`src/rtl/hazard_stall_unit.sv`:
```
// -----------------------------------------------------------------------------
// hazard_stall_unit
//
// Hazard detection and stall control for the 5-stage MIPS pipeline. It handles
// the hazards that EX-stage forwarding cannot resolve:
//   * load-use on ID operands (load result not available until after MEM),
//   * branches that compare their operands in ID while a producer is in EX
//     (one stall for an ALU producer, two for a load producer),
//   * mult/div HI/LO occupancy (a second mult/div or mfhi/mflo waits until
//     the unit is idle).
// A taken branch resolved in EX overrides all stalls: it flushes IF/ID and
// bubbles ID/EX.
//
// Parameters
//   MD_LATENCY : cycles the mult/div unit stays busy after issue (1..15)
//   SCNT_W     : width of the saturating stall-cycle counter
//
// Ports
//   clk, rst          : clock (rising edge), synchronous active-high reset
//   rs_d, rt_d        : source register fields of the ID instruction
//   uses_rs_d/_rt_d   : ID instruction actually reads rs / rt
//   branch_d          : ID instruction is a branch comparing operands in ID
//   md_start_d        : ID instruction is mult/multu/div/divu
//   mfhilo_d          : ID instruction is mfhi/mflo
//   rdef_final_e      : destination register of the EX instruction
//   reg_write_e       : EX instruction writes the register file
//   mem_read_e        : EX instruction is a load
//   take_branch_e     : branch resolved taken in EX this cycle
//   pc_write          : PC update enable
//   ifid_write        : IF/ID update enable
//   idex_bubble       : load a NOP into ID/EX
//   ifid_flush        : clear IF/ID to NOP
//   md_busy           : mult/div result not yet available
//   stall_cycles      : saturating count of stall cycles since reset
// -----------------------------------------------------------------------------
module hazard_stall_unit #(
  parameter int unsigned MD_LATENCY = 4,
  parameter int unsigned SCNT_W     = 16
) (
  input  logic              clk,
  input  logic              rst,
  input  logic [4:0]        rs_d,
  input  logic [4:0]        rt_d,
  input  logic              uses_rs_d,
  input  logic              uses_rt_d,
  input  logic              branch_d,
  input  logic              md_start_d,
  input  logic              mfhilo_d,
  input  logic [4:0]        rdef_final_e,
  input  logic              reg_write_e,
  input  logic              mem_read_e,
  input  logic              take_branch_e,
  output logic              pc_write,
  output logic              ifid_write,
  output logic              idex_bubble,
  output logic              ifid_flush,
  output logic              md_busy,
  output logic [SCNT_W-1:0] stall_cycles
);

  localparam logic [3:0] MD_LOAD = 4'(MD_LATENCY);

  typedef enum logic {
    RUN     = 1'b0,
    BR_WAIT = 1'b1
  } state_e;

  state_e            state_q, state_d;
  logic [3:0]        md_cnt_q, md_cnt_d;
  logic [SCNT_W-1:0] stall_cnt_q, stall_cnt_d;

  // ---------------------------------------------------------------------------
  // Operand match against the EX destination. Both ID operands go through the
  // same comparator, so they are laid out as a small array.
  // ---------------------------------------------------------------------------
  logic [1:0][4:0] op_reg;
  logic [1:0]      op_used;
  logic [1:0]      op_match;
  logic            ex_writes_live;
  logic            match;

  assign op_reg  = {rt_d, rs_d};
  assign op_used = {uses_rt_d, uses_rs_d};

  genvar gi;
  generate
    for (gi = 0; gi < 2; gi++) begin : g_op_cmp
      assign op_match[gi] = op_used[gi] & (op_reg[gi] == rdef_final_e);
    end
  endgenerate

  // $0 is hardwired to zero, so a write to it is never a real producer.
  assign ex_writes_live = reg_write_e & (rdef_final_e != 5'd0);
  assign match          = ex_writes_live & (|op_match);

  // ---------------------------------------------------------------------------
  // Hazard terms
  // ---------------------------------------------------------------------------
  logic load_use;
  logic br_alu;
  logic br_load;
  logic md_haz;

  assign load_use = match & mem_read_e;
  assign br_alu   = branch_d & match & ~mem_read_e;
  assign br_load  = branch_d & match & mem_read_e;
  assign md_haz   = (md_cnt_q != 4'd0) & (md_start_d | mfhilo_d);

  // ---------------------------------------------------------------------------
  // FSM: state register
  // ---------------------------------------------------------------------------
  always_ff @(posedge clk) begin
    if (rst) begin
      state_q <= RUN;
    end else begin
      state_q <= state_d;
    end
  end

  // ---------------------------------------------------------------------------
  // FSM: next-state logic. BR_WAIT covers the second stall of a branch that
  // depends on a load; a taken branch in EX cancels it.
  // ---------------------------------------------------------------------------
  always_comb begin
    state_d = RUN;
    case (state_q)
      RUN:     state_d = (br_load & ~take_branch_e) ? BR_WAIT : RUN;
      BR_WAIT: state_d = RUN;
    endcase
  end

  // ---------------------------------------------------------------------------
  // FSM: outputs. The flush from a taken branch wins over any stall, since the
  // stalled ID instruction is on the wrong path anyway.
  // ---------------------------------------------------------------------------
  logic stall_raw;
  logic stall;

  always_comb begin
    stall_raw = 1'b0;
    case (state_q)
      RUN:     stall_raw = load_use | br_alu | md_haz;
      // The load is now in MEM and EX holds the bubble we injected.
      BR_WAIT: stall_raw = 1'b1;
    endcase
    stall = stall_raw & ~take_branch_e;

    pc_write    = ~stall;
    ifid_write  = ~stall;
    idex_bubble = stall | take_branch_e;
    ifid_flush  = take_branch_e;
    md_busy     = (md_cnt_q != 4'd0);

    // Hold the front end and keep the pipe full of NOPs while in reset.
    if (rst) begin
      pc_write    = 1'b0;
      ifid_write  = 1'b0;
      idex_bubble = 1'b1;
      ifid_flush  = 1'b1;
      md_busy     = 1'b0;
    end
  end

  // ---------------------------------------------------------------------------
  // Mult/div occupancy countdown. A new operation is only issued when it
  // actually leaves ID (not stalled, not flushed) and the unit is idle.
  // ---------------------------------------------------------------------------
  always_comb begin
    md_cnt_d = md_cnt_q;
    if (md_start_d & ~stall & ~take_branch_e & (md_cnt_q == 4'd0)) begin
      md_cnt_d = MD_LOAD;
    end else if (md_cnt_q != 4'd0) begin
      md_cnt_d = md_cnt_q - 4'd1;
    end
  end

  always_ff @(posedge clk) begin
    if (rst) begin
      md_cnt_q <= 4'd0;
    end else begin
      md_cnt_q <= md_cnt_d;
    end
  end

  // ---------------------------------------------------------------------------
  // Saturating stall-cycle counter
  // ---------------------------------------------------------------------------
  always_comb begin
    stall_cnt_d = stall_cnt_q;
    if (stall && (stall_cnt_q != '1)) begin
      stall_cnt_d = stall_cnt_q + SCNT_W'(1);
    end
  end

  always_ff @(posedge clk) begin
    if (rst) begin
      stall_cnt_q <= '0;
    end else begin
      stall_cnt_q <= stall_cnt_d;
    end
  end

  assign stall_cycles = stall_cnt_q;

endmodule
```
`config.mk`:
```
export PLATFORM = sky130hd
export DESIGN_NAME = hazard_stall_unit
export DESIGN_NICKNAME = d
export VERILOG_FILES = /design/src/rtl/hazard_stall_unit.sv
export SDC_FILE = /design/constraint.sdc
export NUM_CORES = 1
export LEC_CHECK = 0
export ABC_AREA = 1
export CAP_MARGIN = 20
export CORE_MARGIN = 2
export CORE_UTILIZATION = 46
export CTS_CLUSTER_DIAMETER = 40
export CTS_CLUSTER_SIZE = 24
export DETAILED_ROUTE_END_ITERATION = 10
export PLACE_DENSITY = 0.79
export SYNTH_ARGS = -nofsm -noshare
export SYNTH_HDL_FRONTEND = slang
export SYNTH_SLANG_ARGS = --single-unit
export TNS_END_PERCENT = 30
```
`constraint.sdc`:
```
create_clock -name clk -period 2 [get_ports clk]
set_input_delay 0.3 -clock clk [delete_from_list [all_inputs] [get_ports clk]]
set_output_delay 0.3 -clock clk [all_outputs]
set_load 0.05 [all_outputs]
```
==> Flow_metrics.wiki <==
{| class="wikitable"
! Metric !! Value
|-
| Critical path arrival || 1.66 ns
|-
| Total detailed-routing wirelength || 3670 µm
|-
| Total inserted antenna cells || 0
|-
| Unique cell type count in the Yosys netlist || 28
|-
| Clock tree sinks || 21
|-
| Via count of the routed design || 1,667
|-
| Final HPWL from detailed placement || 2810 µm
|-
| Logic gate share of total power || 57.1%
|-
| Die area || 3670 µm²
|-
| Final routed wire length divided by cell count || 10.9 µm
|-
| Overall die width || 60.6 µm
|-
| Peak clock frequency supported by timing || 511 MHz
|-
| Pin count of the biggest net entering global routing || 17
|-
| Max-slew headroom at the worst pin || 66.6%
|-
| Cells after synthesis || 236
|-
| Library cell occupying the most area in the post-synthesis netlist || sky130_fd_sc_hd__dfxtp_1
|-
| Number of max-capacitance violations reported || 0
|-
| Critical path start-end classification || reg -> out
|-
| Number of fill cells || 271
|-
| Post-synth net total || 263
|-
| Clock insertion delay at the later pin of the skew report || 0.31 ns
|-
| Overall track demand over capacity in global routing || 22.0%
|-
| Place WS || -0.116 ns
|-
| Cell with the most instances after synthesis || sky130_fd_sc_hd__nand2_1
|-
| Port buffer count || 45
|-
| Power per standard cell area || 763 nW/µm²
|-
| Wire length of the first global-routing pass || 6200 µm
|-
| Area added between synthesis and finish || 48.0%
|-
| Proportion of layout cells with a drive suffix above 1 || 17.1%
|-
| Switching fraction of total power || 41.8%
|-
| Outcome || finished clean
|-
| Fraction of registers with async set or reset after synthesis || 0%
|-
| Clock transition at the registers of the reported paths || 0.11 ns
|-
| Pins Over Slew Limit || 0
|-
| Worst Tran Pin Value || 0.499 ns
|-
| Wire length on met1 || 1600 µm
|-
| Average cell area after synthesis || 6.25 µm²
|-
| Final worst slack || 0.0428 ns
|-
| DRC marker count from the first detailed-route iteration || 125
|-
| Kind of path behind the tightest hold check || reg -> reg
|-
| Uppermost layer routed || met4
|-
| Yosys Warn Count || 0
|-
| Overflow left after global routing || 0
|-
| Total cell area at the placement stage || 2080 µm²
|-
| Final estimated routing congestion in global placement || 0.869
|-
| Number of antenna-violating nets in the routed design || 0
|-
| Reg area || 425 µm²
|-
| Part of the total power dissipated in sequential elements || 30.2%
|-
| Most used flip-flop cell after synthesis || sky130_fd_sc_hd__dfxtp_1
|-
| Area of the core region || 3050 µm²
|-
| Number of primary I/O pins || 46
|-
| Element type at the critical path start || register
|-
| Top cells by instance count after synthesis || 72 x sky130_fd_sc_hd__nand2_1, 31 x sky130_fd_sc_hd__nor2_1, 24 x sky130_fd_sc_hd__inv_1
|-
| Min cycle time layout || 1.96 ns
|-
| Number of flip-flops and latches in the synthesized netlist || 21
|-
| Initial cell density of the core || 48.3%
|-
| Multi-input combinational cell area || 957 µm²
|-
| Seq/Total Area, Yosys || 28.5%
|-
| Clock power frac || 12.7%
|-
| Worst hold margin || 0.451 ns
|-
| Longest Clk Path Bufs || 2
|-
| Top fanout value on the critical path || 3
|-
| Final hold vios || 0
|-
| Setup repair after global routing missed its margin || true
|-
| Internal Power || 0.969 mW
|-
| Die span in y || 60.6 µm
|-
| Tcrit/Tclk final || 97.9%
|-
| Wire length on met3 || 134 µm
|-
| # nets final || 320
|-
| Worst path required time || 1.70 ns
|-
| CTS root buf || sky130_fd_sc_hd__clkbuf_4
|-
| Crit. End Element || output port
|-
| Via count of the first global-routing pass || 1,543
|-
| Synth top area cells || sky130_fd_sc_hd__dfxtp_1 29%, sky130_fd_sc_hd__nand2_1 18%, sky130_fd_sc_hd__nor2_1 7.9%, sky130_fd_sc_hd__nand4_1 6.4%, sky130_fd_sc_hd__a21oi_1 6.1%
|-
| Met2 layer wire length in the routed design || 1870 µm
|-
| Final routed DRC violation total || 0
|-
| Power spent charging and discharging nets || 0.696 mW
|-
| Summed instance area of the synthesized netlist || 1470 µm²
|-
| Depth of the CTS H-tree || 1
|-
| Initial DRT Pass Iterations || 4
|-
| Number of core rows || 20
|-
| Fin area || 2180 µm²
|-
| Total setup violations reported at the end of the flow || 0
|-
| Clock tree from TritonCTS || done
|-
| Initial antenna violation count || 0
|-
| Leakage dissipation || 0.975 nW
|-
| Routed via count divided by cell count || 4.96
|-
| Share of the core filled with cells || 71.5%
|-
| VDD IR max || 0.418 mV
|-
| Inserted Clock Buffers || 3
|-
| Worst clock skew || 0.00844 ns
|-
| Number of flops mapped to enable cells by yosys || 0
|-
| Post-synth top area share || 28.5%
|}
## path summary, 6_finish.rpt
| check | start | end | slack, ns | cells past startpoint |
|---|---|---|---|---|
| max reg2reg | stall_cycles[0] | stall_cycles[3] | 0.19 | 8 |
| min | state_q | state_q | 0.45 | 1 |
| max | md_cnt_q[0] | ifid_write | 0.04 | 9 |
| min reg2reg | state_q | state_q | 0.45 | 1 |
## flip-flops by register name, summed over array words and instances, names as in the netlist
| register | flops |
|---|---|
| md_cnt_q | 4 |
| stall_cycles | 16 |
| state_q | 1 |
## repair_timing
action	in CTS	in global routing
pin swaps	5	8
setup buffers	2	2
resized for setup	17	3
hold buffers	0	0
setup endpoints to repair	3	4
## area by class of cell
| cell class | instances | share of cell area [%] |
|---|---|---|
| tap | 44 | 2.52 |
| inverter | 30 | 5.16 |
| sequential | 21 | 19.5 |
| timing repair buffer | 59 | 27.8 |
| clock buffer | 4 | 1.20 |
| multi-input combinational | 178 | 43.9 |
## metal layers
layer / track usage, % / up-vias
met4: 7.45 / 0
met2: 40.4 / 45
li1: - / 870
met3: 3.84 / 7
met1: 25.7 / 745
met5: 0 / -
## stage by stage
| stage | setup TNS (ns) | power (mW) | instances |
|---|---|---|---|
| after CTS | 0 | 1.63 | 334 |
| after detailed placement | -0.510 | 1.32 | 328 |
| after global placement | -0.327 | 1.31 | 328 |
| final | 0 | 1.67 | 336 |
| after floorplan | -0.123 | 1.04 | 236 |
| after global routing | -0.180 | 1.79 | 336 |
## cells in the final DEF, fill, tap and decap left out, types with 3 or more instances in the layout
| master | instances |
|---|---|
| sky130_fd_sc_hd__nor3_1 | 4 |
| sky130_fd_sc_hd__nor2_1 | 28 |
| sky130_fd_sc_hd__clkdlybuf4s50_1 | 34 |
| sky130_fd_sc_hd__a21oi_1 | 17 |
| sky130_fd_sc_hd__dlygate4sd2_1 | 4 |
| sky130_fd_sc_hd__nand4_1 | 15 |
| sky130_fd_sc_hd__nand2_1 | 69 |
| sky130_fd_sc_hd__dfxtp_1 | 17 |
| sky130_fd_sc_hd__inv_2 | 7 |
| sky130_fd_sc_hd__xor2_1 | 9 |
| sky130_fd_sc_hd__nand2_2 | 3 |
| sky130_fd_sc_hd__nand3_1 | 10 |
| sky130_fd_sc_hd__inv_1 | 22 |
| sky130_fd_sc_hd__clkbuf_4 | 3 |
| sky130_fd_sc_hd__buf_4 | 14 |
| sky130_fd_sc_hd__buf_12 | 5 |
| sky130_fd_sc_hd__dfxtp_2 | 4 |
## power groups by stage
| stage | logic (mW) | registers, mW | clock network, mW |
|---|---|---|---|
| 6_report | 0.951 | 0.502 | 0.212 |
| 5_1_grt | 1.04 | 0.509 | 0.237 |
| 4_1_cts | 0.912 | 0.501 | 0.216 |
| 3_5_place_dp | 0.812 | 0.505 | 0 |
| 3_3_place_gp | 0.806 | 0.504 | 0 |
| 2_1_floorplan | 0.508 | 0.529 | 0 |
## kinds of logic after synthesis
family | share of synthesized area (%)
XOR/XNOR | 6.54
adder cells (fa/ha/maj) | 1.70
AND/OR/NAND/NOR | 45.6
AO/OA/AOI/OAI | 7.13
buffers and inverters | 10.5
flip-flops | 28.5
## worst max-delay path, stage by stage (launching register included)
cell,delay (ns)
sky130_fd_sc_hd__dfxtp_2,0.34
sky130_fd_sc_hd__inv_2,0.07
sky130_fd_sc_hd__ha_4,0.15
sky130_fd_sc_hd__nand2_4,0.05
sky130_fd_sc_hd__nor2_4,0.10
sky130_fd_sc_hd__nor2_2,0.05
sky130_fd_sc_hd__nor2_2,0.12
sky130_fd_sc_hd__nand2_4,0.08
sky130_fd_sc_hd__a21oi_4,0.23
sky130_fd_sc_hd__buf_12,0.17
No activity file was read; power rests on OpenSTA's default activity.
